--- config.mk ---
export PLATFORM = sky130hd
export DESIGN_NAME = line_buffer_win2x2
export DESIGN_NICKNAME = d
export VERILOG_FILES = /design/src/rtl/line_buffer_win2x2.sv
export SDC_FILE = /design/constraint.sdc
export NUM_CORES = 1
export LEC_CHECK = 0
export CAP_MARGIN = 5
export CORE_UTILIZATION = 50
export CTS_CLUSTER_SIZE = 10
export DETAILED_ROUTE_END_ITERATION = 7
export PLACE_DENSITY = 0.66
export SETUP_SLACK_MARGIN = 0.4
export SKIP_CTS_REPAIR_TIMING = 1
export SYNTH_ARGS = -nofsm -noshare
export SYNTH_HDL_FRONTEND = slang
export SYNTH_SLANG_ARGS = --single-unit
--- constraint.sdc ---
create_clock -name clk -period 9.95 [get_ports clk]
set_input_delay 0.995 -clock clk [delete_from_list [all_inputs] [get_ports clk]]
set_output_delay 0.995 -clock clk [all_outputs]
set_load 0.03 [all_outputs]
--- src/rtl/line_buffer_win2x2.sv ---
// Streaming 2x2 sliding-window generator over a raster pixel stream, one stored row.
// Optional LINE_BUFFER_ZERO_PAD_EN: emit a window for every pixel, out-of-image taps read 0.
module line_buffer_win2x2 #(
   parameter int DATA_W = 32,
   parameter int IMG_W  = 16,
   parameter int IMG_H  = 16
) (
   input  logic              clk,
   input  logic              rst,
   input  logic              tstart,
   input  logic              v0,
   output logic              v1,
   input  logic [DATA_W-1:0] v2,
   output logic              v3,
   output logic [DATA_W-1:0] v4 [0:1][0:1]
);

   localparam int CW = (IMG_W > 1) ? $clog2(IMG_W) : 1;
   localparam int RW = (IMG_H > 1) ? $clog2(IMG_H) : 1;

   typedef enum logic {IDLE, RUN} state_t;

   state_t            state_q, state_d;
   logic [CW-1:0]     col_q, col_d;
   logic [RW-1:0]     row_q, row_d;
   logic              v3_q, v3_d;
   logic [DATA_W-1:0] win_q [0:1][0:1];
   logic [DATA_W-1:0] win_d [0:1][0:1];
   logic [DATA_W-1:0] mem_q [0:IMG_W-1];
   logic [DATA_W-1:0] above;
   logic              accept, last_col, last_row;

   // Handshake: a pixel is taken on a rising edge where v0 && v1; v1 is high only in RUN.
   assign v1       = (state_q == RUN);
   assign accept   = v0 && (state_q == RUN);
   assign last_col = (col_q == CW'(IMG_W - 1));
   assign last_row = (row_q == RW'(IMG_H - 1));
   assign above    = mem_q[col_q];
   assign v3       = v3_q;
   assign v4       = win_q;

   always_comb begin
      state_d = state_q;
      case (state_q)
         IDLE: if (tstart) state_d = RUN;
         RUN:  if (accept && last_col && last_row) state_d = IDLE;
         default: state_d = IDLE;
      endcase
   end

   always_comb begin
      col_d = col_q;
      row_d = row_q;
      if (state_q == IDLE && tstart) begin
         col_d = '0;
         row_d = '0;
      end else if (accept) begin
         if (last_col) begin
            col_d = '0;
            row_d = last_row ? '0 : row_q + RW'(1);
         end else begin
            col_d = col_q + CW'(1);
         end
      end
   end

   always_comb begin
      win_d = win_q;
      v3_d  = 1'b0;
      if (accept) begin
         win_d[0][1] = above;
         win_d[1][1] = v2;
`ifdef LINE_BUFFER_ZERO_PAD_EN
         win_d[0][0] = (col_q == '0) ? '0 : win_q[0][1];
         win_d[1][0] = (col_q == '0) ? '0 : win_q[1][1];
         if (row_q == '0) win_d[0][1] = '0;
         v3_d = 1'b1;
`else
         win_d[0][0] = win_q[0][1];
         win_d[1][0] = win_q[1][1];
         // col 0 still shifts, but its window would straddle the row wrap
         v3_d = (row_q != '0) && (col_q != '0);
`endif
      end
   end

   always_ff @(posedge clk) begin
      if (rst) begin
         state_q <= IDLE;
         col_q   <= '0;
         row_q   <= '0;
         v3_q    <= 1'b0;
         for (int r = 0; r < 2; r++)
            for (int c = 0; c < 2; c++)
               win_q[r][c] <= '0;
      end else begin
         state_q <= state_d;
         col_q   <= col_d;
         row_q   <= row_d;
         v3_q    <= v3_d;
         win_q   <= win_d;
      end
   end

   // Line memory is read (above) before this write lands, giving the previous row's pixel.
   always_ff @(posedge clk) begin
      if (accept && !rst) mem_q[col_q] <= v2;
   end

endmodule

==> metrics.txt, run 1 <==
syn_area_per_cell 15.64 um2; mapped cell area 24,440 um2; die width 223.1 um; initial antenna violation count 1; die area 49,780 um2; Ant. Diodes 0; status finished, final reports clean; Post-Synthesis Cells 1,563; commonest non-fill, non-tap cell in the layout edfxtp_1; # rows 80; Vias 13,910; Worst setup EP type flop; nets 1,771; vias in the first global route 13,850; placer congestion estimate 0.7536; Final period util 35.13%; Via density 5.793; Post-synth ARST share 0%; Yosys warning total 0; Worst Hold Class reg -> reg; Min Hold Slack 0.4516 ns; residual overflow from global routing 0; worst vdd ir 128.1 uV; CP required 10.40 ns; Final ANT Viol Nets 0; share of layout cells above drive strength 1 10.74%; crit-path max FO 44; final worst slack 6.455 ns; Seq pwr share 52.1%; Post-Route Skew 0.01837 ns; final core utilization 60.29%; Hold Path Stages 2; Power Density 197.5 nW/um2; kind of start point of the critical path flop; WL final 56.73 mm; clock latency on the worst-skew pair 0.60 ns; clock network power share 44.1%; Die Ht 223.1 um; f_max 286.1 MHz; H-tree lvl count 3; worst-path cell chain buf_4 > and2_1 > buf_4 > a221oi_1 > o21ai_1 > a211oi_2; cell mode on critical path buf_4; CTS Buf Count 75; most frequent cells in the layout 512 x edfxtp_1, 202 x nand2_1, 182 x mux2i_1; Multi-input gate area 5884 um2; Clock transition at path regs 0.05 ns; Final min period 3.495 ns; IO Pins 166; Starting Density 50.98%; First-pass DRT Iterations 5; register area 18,150 um2; max-slew violations 0; Synth cell types 39; syn_nets 1,605; RSZ-0062 raised after global routing no; Max clock buf depth 3; # DRC 0; Main synth FF type edfxtp_1; worst reg2reg path depth 6; CP max stage cell dfxtp_4; clock sink count 650; Seq/Total Area, Yosys 74.20%; worst reg2reg path endpoint v4[68]; Core ar. 47,950 um2; Area Overhead vs Synth 18.26%; Max-slew headroom 21.45%; Worst EP arrival 3.95 ns; Switching Share 20.59%; Place WS 5.855 ns; pin count of the biggest net entering global routing 72; FF-to-FF Start col_q[1]; average wire per standard cell 23.62 um; hold path startpoint v4[109]; Buffers on Ports 165; # setup viols final 0; Clock Tree Root clkbuf_16; Crit Path Category reg -> reg; Post-synth EDFFs 512; CTS tree built; Psw 1.175 mW; Max Cap Viol 0; All-Layer GR Usage 23.20%; #FFs+latches synth 650; setup TNS 0 ns; P_leak 8.736 nW; Internal 4.533 mW; Comb pwr share 3.9%; hold path endpoint v4[109]; fill count 3,567; Iter 0 DRT Violations 1,327; first-pass GRT wire length 85.99 mm; reg2reg setup slack 6.46 ns; final hold viol count 0; worst slew pin tran 1.175 ns; post-DP HPWL 31.36 mm; Critical Path Max Stage Delay 0.85 ns
## flip-flops by register name, summed over array words and instances, names as in the netlist
signal,cells
mem_q,512
v3,1
col_q,4
v4,128
row_q,4
v1,1
## metal layers
layer | wire length [um] | GRT usage (%) | vias up
met5 | 0 | 0 | -
li1 | - | - | 6315
met4 | 946 | 6.652 | 0
met1 | 25180 | 33.41 | 7069
met2 | 26960 | 36.88 | 466
met3 | 3648 | 3.464 | 64
## cells in the mapped netlist (4+ instances only)
library cell  number  area share, %
mux4_2            36            3.3
edfxtp_1         512             63
a311oi_1           4           0.14
o221ai_1           4           0.14
nand2_1          203            3.1
a21oi_1          108            2.2
nor2_1            52           0.80
buf_4             16           0.49
clkbuf_1          53           0.81
o22ai_1           55            1.4
buf_1              5          0.077
a211oi_1          10           0.31
mux2i_1          182            7.5
nand3_1            5           0.10
dfxtp_1          138             11
a211oi_2          20            1.0
a221oi_1          32            1.1
ha_1               6           0.31
o21ai_1           30           0.61
buf_6              8           0.37
inv_1              5          0.077
nor3_1            35           0.72
buf_2             19           0.39
## power by group through the flow
stage | Combinational [mW] | Clock, mW | Sequential, mW
final | 0.221 | 2.52 | 2.97
after global routing | 0.237 | 2.66 | 2.97
after CTS | 0.224 | 2.56 | 2.97
after detailed placement | 0.223 | 0 | 3.03
after global placement | 0.219 | 0 | 3.03
after floorplan | 0.0843 | 0 | 3.05
## metrics by stage
stage	instance area, um2	total power [mW]	cells
floorplan	24440	3.137	1563
global placement	26660	3.246	2267
detailed placement	26660	3.250	2267
CTS	28910	5.751	2402
global route	28910	5.874	2402
finish	28910	5.708	2402
## cell families (layout without fill, tap and decap cells)
group	count (synthesis)	count (layout)	share of synthesized area, %
DFF	650	650	74.20
and+or+nand+nor	309	309	5.155
AOI/OAI and AO/OA	268	268	7.115
muxes	220	220	10.86
buffers and inverters	106	330	2.216
adders and majority gates	6	6	0.3071
xor gates and xnor gates	4	4	0.1434
## worst max path at each step
stage               startpoint            to  depth (start not counted)
floorplan                  rst   mem_q[0][0]                          4
global placement            v0  mem_q[4][12]                          5
detailed placement          v0  mem_q[4][14]                          5
CTS                   col_q[1]  mem_q[6][16]                          4
global route          col_q[1]  mem_q[6][10]                          4
finish                col_q[1]        v4[68]                          6
## area by class of cell
type                    count  area share [%]
repair buffers            190           6.367
clock inverters             1         0.02597
multi-input cells         807           20.36
flip-flops and latches    650           62.79
inverters                   5         0.06493
well taps                 615           2.662
clock buffers             134           7.735
## critical path: cells and delay by family, from the launching register on
family | cells | cell delay [ns]
AO/OA/AOI/OAI | 3 | 0.51
buffers and inverters | 2 | 1.15
flip-flops | 1 | 0.85
AND/OR/NAND/NOR | 1 | 0.74
Power figures use the tool's default switching activity.
==> run 2, diff against run 1 <==
Settings changed: PLACE_DENSITY 0.66 to 0.69.
Clock period 9.95 ns to 3.1 ns, I/O delays scaled along.
==> metrics.txt, run 2 (synthesized netlist as in run 1, its figures left out) <==
reg2reg setup slack 0.65 ns (-5.81 ns); vias in the first global route 14,100 (+1.8%); # rows 80 (unchanged); average wire per standard cell 23.49 um (-0.55%); pin count of the biggest net entering global routing 73 (+1.4%); worst reg2reg path endpoint v4[77]; All-Layer GR Usage 23.38% (+0.18 points); Final ANT Viol Nets 0 (unchanged); die width 223.1 um (unchanged); Max-slew headroom 34.53% (+13 points); Via density 5.802 (+0.15%); Worst EP arrival 2.88 ns (-1.07 ns); Crit Path Category reg -> reg; final hold viol count 0 (unchanged); CTS tree built; Post-Route Skew 0.02083 ns (+0.002459 ns); Buffers on Ports 165 (unchanged); status finished, final reports clean; crit-path leading delay family flip-flops; FF-to-FF Start col_q[1]; # setup viols final 0 (unchanged); hold path startpoint rst; Biggest register mem_q; post-DP HPWL 33.93 mm (+8.2%); Worst Hold Class in -> reg; initial antenna violation count 1 (unchanged); First-pass DRT Iterations 5 (unchanged); Final min period 2.452 ns (-1.043 ns); IO Pins 166 (unchanged); Die Ht 223.1 um (unchanged); Area Overhead vs Synth 19.82%; worst slew pin tran 0.9820 ns (-0.1935 ns); commonest non-fill, non-tap cell in the layout edfxtp_1; # DRC 0 (unchanged); CP required 3.53 ns (-6.87 ns); worst-path cell chain buf_4 > mux4_2 > o21ai_1 > a211oi_2; clock sink count 650 (unchanged); CP Buf/Inv Count 1 (-1); Iter 0 DRT Violations 1,284 (-3.2%); Clock transition at path regs 0.05 ns (about the same); Power Density 625.7 nW/um2 (+220%); residual overflow from global routing 0 (unchanged); RSZ-0062 raised after global routing no; Internal 14.55 mW (+220%); setup TNS 0 ns (unchanged); most frequent cells in the layout 512 x edfxtp_1, 202 x nand2_1, 182 x mux2i_1; first-pass GRT wire length 86.65 mm (+0.76%); Min Hold Slack 0.1707 ns (-0.2809 ns); worst reg2reg path depth 4 (-2); CP max stage cell dfxtp_4; Comb pwr share 4.0% (about the same); final worst slack 0.6479 ns (-5.807 ns); CTS Buf Count 76 (+1.3%); placer congestion estimate 0.7910 (+5.0%); WL final 57.19 mm (+0.82%); clock network power share 44.0% (about the same); Switching Share 20.59% (about the same); worst vdd ir 400.5 uV (+210%); Clock Tree Root clkbuf_16; kind of start point of the critical path flop; Ant. Diodes 0 (unchanged); max reg flops 512 (unchanged); Core ar. 47,950 um2 (unchanged); Psw 3.773 mW (+220%); Max Cap Viol 0 (unchanged); Critical Path Max Stage Delay 0.86 ns (about the same); Design Power 18.33 mW (+220%); f_max 407.8 MHz (+43%); Vias 14,130 (+1.5%); crit-path max FO 43 (-2.3%); max-slew violations 0 (unchanged); Place WS 0.4821 ns (-5.373 ns); Worst setup EP type flop; Max clock buf depth 3 (unchanged); hold path endpoint v4[38]; P_leak 8.911 nW (+2.0%); clock latency on the worst-skew pair 0.59 ns (about the same); die area 49,780 um2 (unchanged); Seq pwr share 52.0% (about the same); Final period util 79.10% (+44 points); Hold Path Stages 2 (unchanged); Starting Density 50.98% (unchanged); H-tree lvl count 3 (unchanged); nets 1,801 (+1.7%); share of layout cells above drive strength 1 12.20% (+1.5 points)
run 2: cell count changes in the layout (fill, tap and decap cells not counted), sizes merged:
cell      before  now
inv            5    7
clkbuf       134  137
clkinvlp       1    0
buf           26   55
run 2: worst max path at each step:
stage               cells past startpoint             to     start
global placement                        6  mem_q[12][22]        v0
CTS                                     4         v4[77]  col_q[1]
detailed placement                      6  mem_q[12][20]        v0
global route                            4         v4[77]  col_q[1]
finish                                  4         v4[77]  col_q[1]
floorplan                               8   mem_q[12][0]  col_q[0]
run 2: routing by layer:
metal / routed length (um) / global-route usage [%] / vias to the layer above
met5: 0 / 0 / -
met4: 1226 / 6.474 / 0
met3: 3724 / 4.372 / 76
met2: 27710 / 37.75 / 521
met1: 24540 / 32.62 / 7137
li1: - / - / 6393
run 2: layout make-up:
| cell class | count | area [um2] |
|---|---|---|
| Multi-Input combinational cell | 807 | 5916 |
| Clock buffer | 137 | 2235 |
| Sequential cell | 650 | 18150 |
| Timing Repair Buffer | 219 | 2183 |
| Tap cell | 615 | 769.5 |
| Clock inverter | 2 | 17.52 |
| Fill cell | 3455 | 18660 |
| Inverter | 5 | 18.77 |
run 2: power by group through the flow:
| stage | Sequential (mW) | Combinational (mW) | Clock (mW) |
|---|---|---|---|
| floorplan | 9.80 | 0.271 | 0 |
| global placement | 9.70 | 0.722 | 0 |
| detailed placement | 9.71 | 0.738 | 0 |
| CTS | 9.53 | 0.738 | 8.20 |
| global route | 9.53 | 0.784 | 8.53 |
| finish | 9.53 | 0.733 | 8.06 |
run 2: metrics by stage:
step           utilization [%]  cell area, um2  std cells
2_1_floorplan                -           24500       1563
3_3_place_gp             56.39           27040       2296
3_5_place_dp             56.39           27040       2296
4_1_cts                  61.09           29290       2435
5_1_grt                  61.09           29290       2435
6_report                 61.09           29290       2435
